**config.mk**
```make
export PLATFORM = sky130hd
export DESIGN_NAME = key_debounce_2ch
export DESIGN_NICKNAME = d
export VERILOG_FILES = /design/src/rtl/key_debounce_2ch.sv
export SDC_FILE = /design/constraint.sdc
export NUM_CORES = 1
export LEC_CHECK = 0
export CAP_MARGIN = 15
export CORE_AREA = 2 2 78 80
export CTS_CLUSTER_DIAMETER = 200
export CTS_CLUSTER_SIZE = 20
export DETAILED_ROUTE_END_ITERATION = 10
export DIE_AREA = 0 0 80 82
export GPL_TIMING_DRIVEN = 1
export SYNTH_ARGS = -nofsm -noshare
export SYNTH_HDL_FRONTEND = slang
export SYNTH_SLANG_ARGS = --single-unit
```
**constraint.sdc**
```tcl
create_clock -name sys_clk -period 1.9 [get_ports sys_clk]
set_input_delay 0.475 -clock sys_clk [delete_from_list [all_inputs] [get_ports sys_clk]]
set_output_delay 0.475 -clock sys_clk [all_outputs]
set_load 0.02 [all_outputs]
```
**src/rtl/key_debounce_2ch.sv**
```systemverilog
// key_debounce_2ch: per-channel two-flop synchroniser plus counter-based
// debounce FSM for active-low push buttons. Produces an active-high clean
// level and one-cycle registered press/release pulses.
//
// Debounce FSM (one per channel)
//   state   | meaning
//   STABLE  | synchronised key agrees with key_out, counter idle at 0
//   CONFIRM | key differs from key_out, counting consecutive agreeing samples
module key_debounce_2ch #(
  parameter int CNT_MAX = 999_999,
  parameter int CH      = 2
) (
  input  logic          sys_clk,
  input  logic          sys_rst,
  input  logic [CH-1:0] key_in,
  output logic [CH-1:0] key_out,
  output logic [CH-1:0] key_press,
  output logic [CH-1:0] key_release
);

  localparam int CW = (CNT_MAX < 1) ? 1 : $clog2(CNT_MAX + 1);
  localparam logic [CW-1:0] CNT_TOP = CW'(CNT_MAX);
  localparam logic [CW-1:0] CNT_ONE = CW'(1);

  typedef enum logic {
    STABLE  = 1'b0,
    CONFIRM = 1'b1
  } state_t;

  logic [CH-1:0] s1;
  logic [CH-1:0] s2;

  // Two-flop synchroniser; resets to the released (high) pin level
  always_ff @(posedge sys_clk) begin
    if (sys_rst) begin
      s1 <= '1;
      s2 <= '1;
    end else begin
      s1 <= key_in;
      s2 <= s1;
    end
  end

  for (genvar i = 0; i < CH; i++) begin : g_ch
    state_t        state;
    logic [CW-1:0] cnt;
    logic          level;
    logic          press;
    logic          release_p;
    logic          key_sync;

    assign key_sync = ~s2[i];

    // Debounce FSM; a commit updates the level and the matching pulse together
    always_ff @(posedge sys_clk) begin
      if (sys_rst) begin
        state     <= STABLE;
        cnt       <= '0;
        level     <= 1'b0;
        press     <= 1'b0;
        release_p <= 1'b0;
      end else begin
        press     <= 1'b0;
        release_p <= 1'b0;
        case (state)
          STABLE: begin
            if (key_sync != level) begin
              state <= CONFIRM;
              cnt   <= CNT_ONE;
            end else begin
              cnt <= '0;
            end
          end
          CONFIRM: begin
            if (key_sync == level) begin
              // Bounce back: qualification restarts from zero next time
              state <= STABLE;
              cnt   <= '0;
            end else if (cnt == CNT_TOP) begin
              state     <= STABLE;
              cnt       <= '0;
              level     <= key_sync;
              press     <= key_sync;
              release_p <= ~key_sync;
            end else begin
              cnt <= cnt + CNT_ONE;
            end
          end
          default: begin
            state <= STABLE;
            cnt   <= '0;
          end
        endcase
      end
    end

    assign key_out[i]     = level;
    assign key_press[i]   = press;
    assign key_release[i] = release_p;
  end

endmodule

```
==> impl_metrics.tcl, run 1 <==
set metrics [dict create \
    cts_sinks 52 \
    drt-total-wl_mm 4.100 \
    required_ns 1.42 \
    hp-start "s1[1]$_SDFF_PP1_" \
    hpwl_mm 2.896 \
    setup_tns_ns 0 \
    cp-start-kind "flip-flop" \
    dieArea_um2 6560 \
    crit_buf_inv 1 \
    yosysSeqAreaShare_pct 44.83 \
    die_y_um 82 \
    yosys_warnings 0 \
    cts_resized 0 \
    synthTopCellsByArea "dfxtp_1 (45%), nor2_1 (4.7%), xor2_1 (4.5%)" \
    synthCells 255 \
    cts_tree "built" \
    ir_drop_mv 0.2780 \
    r2r-end "g_ch[1].level$_SDFFE_PP0P_" \
    fin_cells 343 \
    max_stage_delay_ns 0.63 \
    syn-num-nets 261 \
    grt_pass1_wl_mm 7.141 \
    fin_nets 273 \
    hold_viol 0 \
    insertion_delay_ns 0.30 \
    path_clk_slew_ns 0.10 \
    overflow 0 \
    globalplace.congestion 0.7902 \
    hold_depth 1 \
    hold_class "flip-flop to flip-flop" \
    timing.slew.headroom_pct 74.92 \
    worstMarginPinSlew_ns 0.3762 \
    port_buffers 9 \
    worstPathMaxFanout 4 \
    crit_arrival_ns 1.34 \
    design.portCount 10 \
    die_w_um 80 \
    drv_slew 0 \
    synthToLayoutAreaGrowth_pct 11.37 \
    grt_pass1_vias 1599 \
    crit_chain "clkdlybuf4s50_1" \
    r2r-start "g_ch[1].cnt[13]$_SDFF_PP0_" \
    clk_path_buf_depth 2 \
    first_iter_violations 44 \
    reg2reg_slack_ns 0.13 \
    viasPerCell 5.052 \
    power_density_nw_per_um2 686.1 \
    skew_ns 0.01163 \
    ys_types 40 \
    syn_area_um2 2322 \
    r2r_cells 5 \
    cts-root-buf "clkbuf_8" \
    fin_crit_ns 1.815 \
    finalPower_mw 1.775 \
    drive_gt1_share_pct 11.94 \
    synth_area_per_cell_um2 9.107 \
    htree_levels 2 \
    worstSetupEndpointType "output pin" \
    grt.total_usage_pct 13.72 \
    cpLargestDelayFamily "buffers and inverters" \
    period_share_pct 95.53 \
    crit_start "g_ch[1].level$_SDFFE_PP0P_" \
    antenna_found_initial 0 \
    max_freq_mhz 550.9 \
    start_util_pct 40.42 \
    drv_cap 0 \
    grt_max_degree 20 \
    synth_top_area_cell "dfxtp_1" \
    n_antenna_cell 0 \
    drc 0 \
    ant_nets 0 \
    rsz0062_at_grt "false" \
    crit_end "key_out[1]" \
    cts_buffers 5 \
    vias 1733 \
    critical_path_class "flip-flop to output pin" \
    netlist.area_leader.share_pct 44.83 \
    first_pass_iters 4 \
    power_leakage_nw 0.8514 \
    avgRoutedWirePerCell_um 11.95 \
    path_depth 1 \
    design.core.area_um2 5746 \
    rows 28 \
    ys_ff_latch 52 \
    dp_cells 334 \
    critPathSlowestCell "clkdlybuf4s50_1" \
    status "completed" \
    setup_viol 0 \
]
[cells by family after synthesis]
logic type | Yosys count | share of synthesized area, %
buffers and inverters | 25 | 6.788
adder cells (fa/ha/maj) | 2 | 1.077
XOR/XNOR | 23 | 8.674
AND/OR/NAND/NOR | 116 | 29.31
AO/OA/AOI/OAI | 37 | 9.322
flip-flops | 52 | 44.83
[cell usage in the layout, fill, tap and decap left out, types with 5 or more instances in the layout]
| cell type | Yosys | layout |
|---|---|---|
| dfxtp_1 | 52 | 52 |
| nor2_1 | 29 | 29 |
| nand3_1 | 17 | 17 |
| a21oi_1 | 16 | 16 |
| xor2_1 | 12 | 12 |
| inv_1 | 11 | 11 |
| xnor2_1 | 11 | 11 |
| nand2_1 | 10 | 10 |
| o21ai_0 | 10 | 10 |
| or3_1 | 9 | 9 |
| clkdlybuf4s50_1 | 0 | 9 |
| and3_1 | 8 | 8 |
| buf_4 | 6 | 8 |
| nand4_1 | 7 | 7 |
| or2_2 | 6 | 6 |
| or4_1 | 5 | 5 |
| nor3_1 | 5 | 5 |
| clkbuf_8 | 0 | 5 |
[power by group]
| group | internal [mW] | switching [mW] |
|---|---|---|
| logic | 0.0169 | 0.0102 |
| clock network | 0.271 | 0.377 |
| registers | 1.10 | 0.00391 |
| total | 1.38 | 0.392 |
[cell type report]
cell class              count  area, um^2
clock buffers               5       68.82
flip-flops and latches     52        1041
fillers                   583        3159
multi-input cells         178        1124
well taps                  75       93.84
repair buffers             19       190.2
clock inverters             3       27.53
inverters                  11       41.29
[synth_stat cells]
cell type and instances:
or2_0 1, nor4_1 1, or4_1 5, dfxtp_1 52, and2_1 4, nand4_1 7, xor2_1 12, a31oi_1 1
nor4_4 2, or3_2 1, nor3_1 5, or2_2 6, buf_12 1, and4_1 3, or4b_4 2, inv_1 11
a211o_1 1, buf_6 3, xnor2_1 11, a31o_2 1, ha_1 2, and4b_1 1, nand4_2 2, a21oi_1 16
a21o_1 1, nand3_1 17, clkbuf_1 2, and3_1 8, nand2_1 10, o21ai_0 10, o31ai_1 4, or3_1 9
buf_4 6, clkbuf_2 1, a311o_1 1, nand2b_1 2, nor2_1 29, nor4bb_1 1, buf_2 1, a211oi_1 2
[flip-flops by register name (all words and copies together) (netlist names)]
| name | cells |
|---|---|
| g_ch.state | 2 |
| g_ch.level | 2 |
| g_ch.cnt | 40 |
| s2 | 2 |
| s1 | 2 |
| g_ch.press | 2 |
| g_ch.release_p | 2 |
[what timing repair did]
action | in CTS | in global routing
endpoints found under the setup margin | 0 | 19
buffers inserted | 0 | 1
hold buffers | 0 | 0
[worst min path at each step]
stage | slack (ns) | to
CTS | 0.43 | s2[1]$_SDFF_PP1_
global route | 0.44 | s2[0]$_SDFF_PP1_
finish | 0.42 | s2[1]$_SDFF_PP1_
detailed placement | 0.40 | s2[1]$_SDFF_PP1_
floorplan | 0.39 | s2[0]$_SDFF_PP1_
global placement | 0.40 | s2[1]$_SDFF_PP1_
[per-layer routing]
layer / share of wire, % / GRT usage, % / vias to the layer above / routed length [um]
met1: 52 / 18.04 / 798 / 2127
met5: 0 / 0 / - / 0
met3: 2.6 / 2.967 / 6 / 108
li1: - / - / 914 / -
met2: 44 / 22.42 / 15 / 1802
met4: 1.5 / 4.576 / 0 / 61
[per-stage QoR]
stage	worst slack, ns	cell area (um^2)	hold WS [ns]	util, %
after CTS	0.07052	2579	0.4297	44.88
after floorplan	0.2707	2322	0.3895	-
after detailed placement	0.1401	2482	0.3997	43.21
after global routing	0.006601	2586	0.4370	45.01
final	0.08492	2586	0.4228	45.01
after global placement	0.1471	2482	0.4031	43.21
Note: power is estimated with default switching activity, not from simulation.
==> inputs of run 2 (changes only) <==
--- a/config.mk
+++ b/config.mk
@@ -5,13 +5,13 @@
 export SDC_FILE = /design/constraint.sdc
 export NUM_CORES = 1
 export LEC_CHECK = 0
-export CAP_MARGIN = 15
 export CORE_AREA = 2 2 78 80
 export CTS_CLUSTER_DIAMETER = 200
 export CTS_CLUSTER_SIZE = 20
 export DETAILED_ROUTE_END_ITERATION = 10
 export DIE_AREA = 0 0 80 82
 export GPL_TIMING_DRIVEN = 1
+export MAX_ROUTING_LAYER = met4
 export SYNTH_ARGS = -nofsm -noshare
 export SYNTH_HDL_FRONTEND = slang
 export SYNTH_SLANG_ARGS = --single-unit
==> run 2 against run 1 <==
Effect of this change: final area stayed put; utilization did not move; non-clock buffer count unchanged; sequential power hardly changed.
==> impl_metrics.tcl, run 2 (same netlist as run 1, synthesis figures left out) <==
set metrics [dict create \
    grt_pass1_wl_mm 7.113 \
    overflow 0 \
    cts_resized 0 \
    dp_cells 334 \
    viasPerCell 5.061 \
    r2r_cells 5 \
    port_buffers 9 \
    critical_path_class "flip-flop to output pin" \
    r2r-start "g_ch[1].cnt[13]$_SDFF_PP0_" \
    dieArea_um2 6560 \
    worstMarginPinSlew_ns 0.3737 \
    design.core.area_um2 5746 \
    grt.total_usage_pct 14.09 \
    antenna_found_initial 0 \
    r2r-end "g_ch[1].level$_SDFFE_PP0P_" \
    design.portCount 10 \
    cp-start-kind "flip-flop" \
    drive_gt1_share_pct 11.94 \
    path_depth 1 \
    drc 0 \
    first_iter_violations 53 \
    min_to "s2[1]$_SDFF_PP1_" \
    avgRoutedWirePerCell_um 11.95 \
    final_common_cell "dfxtp_1" \
    setup_viol 0 \
    rsz0062_at_grt "false" \
    power_leakage_nw 0.8514 \
    post-route-util_pct 45.01 \
    die_w_um 80 \
    crit_chain "clkdlybuf4s50_1" \
    status "completed" \
    die_y_um 82 \
    cts_buffers 5 \
    hold_depth 1 \
    reg2reg_slack_ns 0.13 \
    first_pass_iters 4 \
    hpwl_mm 2.896 \
    path_clk_slew_ns 0.10 \
    dp_slack_ns 0.1401 \
    required_ns 1.42 \
    cts_tree "built" \
    globalplace.congestion 0.8013 \
    mostFrequentLayoutCells "dfxtp_1 (52), nor2_1 (29), nand3_1 (17), a21oi_1 (16), xor2_1 (12)" \
    rows 28 \
    synthToLayoutAreaGrowth_pct 11.37 \
    clk_path_buf_depth 2 \
    hp-start "s1[1]$_SDFF_PP1_" \
    power_density_nw_per_um2 686.0 \
    vias 1736 \
    timing.slew.headroom_pct 75.09 \
    top_register "g_ch.cnt" \
    crit_buf_inv 1 \
    fin_nets 273 \
    insertion_delay_ns 0.30 \
    drt-total-wl_mm 4.100 \
    critPathSlowestCell "clkdlybuf4s50_1" \
    worstPathMaxFanout 4 \
    cpLargestDelayFamily "buffers and inverters" \
    fin_area_um2 2586 \
    drv_cap 0 \
    n_antenna_cell 0 \
    fin_ws_ns 0.08480 \
    start_util_pct 40.42 \
    fin_crit_ns 1.815 \
    setup_tns_ns 0 \
    period_share_pct 95.54 \
    skew_ns 0.01184 \
    hold_class "flip-flop to flip-flop" \
    placed_area_um2 2482 \
    hold_viol 0 \
    max_freq_mhz 550.9 \
    cts_hold_buffers 0 \
    ir_drop_mv 0.2775 \
    drv_slew 0 \
    worstSetupEndpointType "output pin" \
    cts-root-buf "clkbuf_8" \
    ant_nets 0 \
    max_stage_delay_ns 0.63 \
    grt_pass1_vias 1605 \
    htree_levels 2 \
    grt_max_degree 20 \
    cts_sinks 52 \
    crit_arrival_ns 1.34 \
    fin_cells 343 \
    largest_reg_flops 40 \
]
==> run 2: cell counts in the layout (fill, tap and decap cells not counted) <==
No cell type changed its count.
==> run 2: how the worst max path moves through the flow <==
| stage | startpoint | endpoint |
|---|---|---|
| after floorplan | g_ch[0].cnt[13]$_SDFF_PP0_ | g_ch[0].cnt[11]$_SDFF_PP0_ |
| after global placement | sys_rst | g_ch[1].cnt[18]$_SDFF_PP0_ |
| after detailed placement | sys_rst | g_ch[0].cnt[17]$_SDFF_PP0_ |
| after CTS | g_ch[1].level$_SDFFE_PP0P_ | key_out[1] |
| after global routing | g_ch[1].cnt[14]$_SDFF_PP0_ | g_ch[1].press$_SDFF_PP0_ |
| final | g_ch[1].level$_SDFFE_PP0P_ | key_out[1] |
==> run 2: layer usage <==
layer	GRT usage, %	routed length (um)
met1	17.91	2124
met2	22.50	1817
met3	2.967	108
met4	4.576	48
met5	-	0
==> run 2: repair_timing <==
item                                    CTS  global route
endpoints found under the hold margin     0             0
setup buffers                             0             1
endpoints found under the setup margin    0            19
==> run 2: final cells by class <==
| class | count | area, um^2 |
|---|---|---|
| Clock inverter | 3 | 27.53 |
| Clock buffer | 5 | 68.82 |
| Fill cell | 583 | 3159 |
| Sequential cell | 52 | 1041 |
| Inverter | 11 | 41.29 |
| Multi-Input combinational cell | 178 | 1124 |
| Tap cell | 75 | 93.84 |
| Timing Repair Buffer | 19 | 190.2 |
==> run 2: report_power, final <==
| group | switching [mW] | leakage [nW] | internal [mW] |
|---|---|---|---|
| Sequential | 0.00391 | 0.420 | 1.10 |
| Combinational | 0.0102 | 0.385 | 0.0169 |
| Clock | 0.377 | 0.0463 | 0.271 |
==> run 2: metrics by stage <==
stage | hold WS, ns | power (mW)
finish | 0.4228 | 1.774
global route | 0.4370 | 1.855
CTS | 0.4297 | 1.808
detailed placement | 0.3997 | 1.152
global placement | 0.4031 | 1.152
floorplan | 0.3895 | 1.138
==> inputs of run 3 (changes only) <==
--- a/config.mk
+++ b/config.mk
@@ -5,13 +5,14 @@
 export SDC_FILE = /design/constraint.sdc
 export NUM_CORES = 1
 export LEC_CHECK = 0
-export CORE_AREA = 2 2 78 80
+export CORE_AREA = 2 2 67 69
 export CTS_CLUSTER_DIAMETER = 200
 export CTS_CLUSTER_SIZE = 20
 export DETAILED_ROUTE_END_ITERATION = 10
-export DIE_AREA = 0 0 80 82
+export DIE_AREA = 0 0 69 71
 export GPL_TIMING_DRIVEN = 1
 export MAX_ROUTING_LAYER = met4
+export PLACE_DENSITY = 0.74
 export SYNTH_ARGS = -nofsm -noshare
 export SYNTH_HDL_FRONTEND = slang
 export SYNTH_SLANG_ARGS = --single-unit
==> constraint.sdc (replaced) <==
create_clock -name sys_clk -period 1.9 [get_ports sys_clk]
set_input_delay 0.38 -clock sys_clk [delete_from_list [all_inputs] [get_ports sys_clk]]
set_output_delay 0.38 -clock sys_clk [all_outputs]
set_load 0.02 [all_outputs]
==> run 3 against run 2 <==
Effect of this change: non-clock buffer count is 1 lower; critical path depth is 5 higher; via count is 1.2% higher; routed wire length is 1.6% lower; global-route usage is 4.8 points higher; total power is 6.3% higher.
==> impl_metrics.tcl, run 3 (same netlist as run 1, synthesis figures left out) <==
set metrics [dict create \
    timing.slew.headroom_pct 73.99 \
    cts_tree "built" \
    r2r_cells 6 \
    overflow 0 \
    setup_tns_ns 0 \
    crit_start "g_ch[1].cnt[0]$_SDFF_PP0_" \
    multi_input_area_um2 1124 \
    power_density_nw_per_um2 738.6 \
    finalPower_mw 1.885 \
    first_iter_violations 88 \
    fin_cells 319 \
    reg2reg_slack_ns 0.15 \
    crit_end "g_ch[1].cnt[9]$_SDFF_PP0_" \
    cts_buffers 5 \
    die_w_um 69 \
    r2r-end "g_ch[1].cnt[9]$_SDFF_PP0_" \
    cts-root-buf "clkbuf_8" \
    drive_gt1_share_pct 11.61 \
    worstSetupEndpointType "flip-flop" \
    die_y_um 71 \
    drc 0 \
    placed_area_um2 2441 \
    ir_drop_mv 0.3498 \
    mostFrequentLayoutCells "dfxtp_1 (52), nor2_1 (29), nand3_1 (17), a21oi_1 (16), xor2_1 (12)" \
    top_register "g_ch.cnt" \
    grt_pass1_vias 1641 \
    r2r-start "g_ch[1].cnt[0]$_SDFF_PP0_" \
    synthToLayoutAreaGrowth_pct 9.914 \
    post-route-util_pct 60.71 \
    drv_cap 0 \
    final_common_cell "dfxtp_1" \
    ant_nets 0 \
    avgRoutedWirePerCell_um 12.65 \
    status "completed" \
    period_share_pct 91.91 \
    rsz0062_at_grt "false" \
    start_util_pct 55.24 \
    n_antenna_cell 0 \
    vias 1757 \
    fin_crit_ns 1.746 \
    dp_cells 311 \
    path_clk_slew_ns 0.10 \
    htree_levels 2 \
    hpwl_mm 2.961 \
    max_freq_mhz 572.6 \
    viasPerCell 5.508 \
    cts_setup_buffers 0 \
    port_buffers 9 \
    dieArea_um2 4899 \
    worstPathMaxFanout 8 \
    regArea_um2 1041 \
    globalplace.congestion 0.7813 \
    crit_arrival_ns 1.95 \
    cp-start-kind "flip-flop" \
    fin_area_um2 2552 \
    fin_nets 272 \
    hold-worst-slack_ns 0.4252 \
    design.portCount 10 \
    antenna_found_initial 0 \
    cts_sinks 52 \
    grt_pass1_wl_mm 7.293 \
    drv_slew 0 \
    clk_path_buf_depth 2 \
    dp_slack_ns 0.1521 \
    cts_resized 0 \
    insertion_delay_ns 0.31 \
    grt.total_usage_pct 18.86 \
    critical_path_class "flip-flop to flip-flop" \
    first_pass_iters 4 \
    hold_class "flip-flop to flip-flop" \
    design.core.area_um2 4204 \
    hold_viol 0 \
    setup_viol 0 \
    grt_max_degree 20 \
    cts_hold_buffers 0 \
    drt-total-wl_mm 4.034 \
    fin_ws_ns 0.1537 \
    worstMarginPinSlew_ns 0.3901 \
    rows 24 \
    largest_reg_flops 40 \
    power_leakage_nw 0.8472 \
    hp-start "s1[1]$_SDFF_PP1_" \
    fillers 377 \
    skew_ns 0.01038 \
    required_ns 2.10 \
]
## run 3: changes by cell type in the layout (fill, tap and decap cells not counted)
cell	delta
bufinv_16	+1
inv_8	-1
clkinv_4	-1
clkinv_2	+1
buf_12	-1
## run 3: worst max-delay path, cell delays in order (launching register included)
cell and delay (ns):
dfxtp_1 0.39, ha_1 0.23, nand3_1 0.17, nor4_4 0.35
a211o_1 0.26, buf_4 0.19, nor2_1 0.06
## run 3: worst min-delay path by stage
| stage | endpoint | slack (ns) | cells past startpoint |
|---|---|---|---|
| finish | s2[1]$_SDFF_PP1_ | 0.43 | 1 |
| global route | s2[0]$_SDFF_PP1_ | 0.45 | 1 |
| CTS | s2[1]$_SDFF_PP1_ | 0.43 | 1 |
| detailed placement | s2[0]$_SDFF_PP1_ | 0.40 | 1 |
| global placement | s2[1]$_SDFF_PP1_ | 0.40 | 1 |
| floorplan | s2[0]$_SDFF_PP1_ | 0.39 | 1 |
## run 3: final cells by class
type | instances | area share (%)
Tap cell | 52 | 2.549
Multi-Input combinational cell | 178 | 44.02
Timing Repair Buffer | 18 | 6.667
Clock buffer | 5 | 2.696
Sequential cell | 52 | 40.78
Clock inverter | 3 | 1.667
Inverter | 11 | 1.618
## run 3: layer usage
layer / up-vias / track usage, % / share of wire (%)
met4: 0 / 7.190 / 1.5
met3: 6 / 4.986 / 2.9
met5: - / - / 0
met1: 817 / 24.55 / 52
met2: 21 / 28.21 / 43
li1: 913 / - / -
## run 3: power breakdown
part / switching [mW] / internal [mW] / total, mW
combinational: 0.0101 / 0.0161 / 0.0262
clock: 0.369 / 0.390 / 0.760
sequential: 0.00436 / 1.10 / 1.10
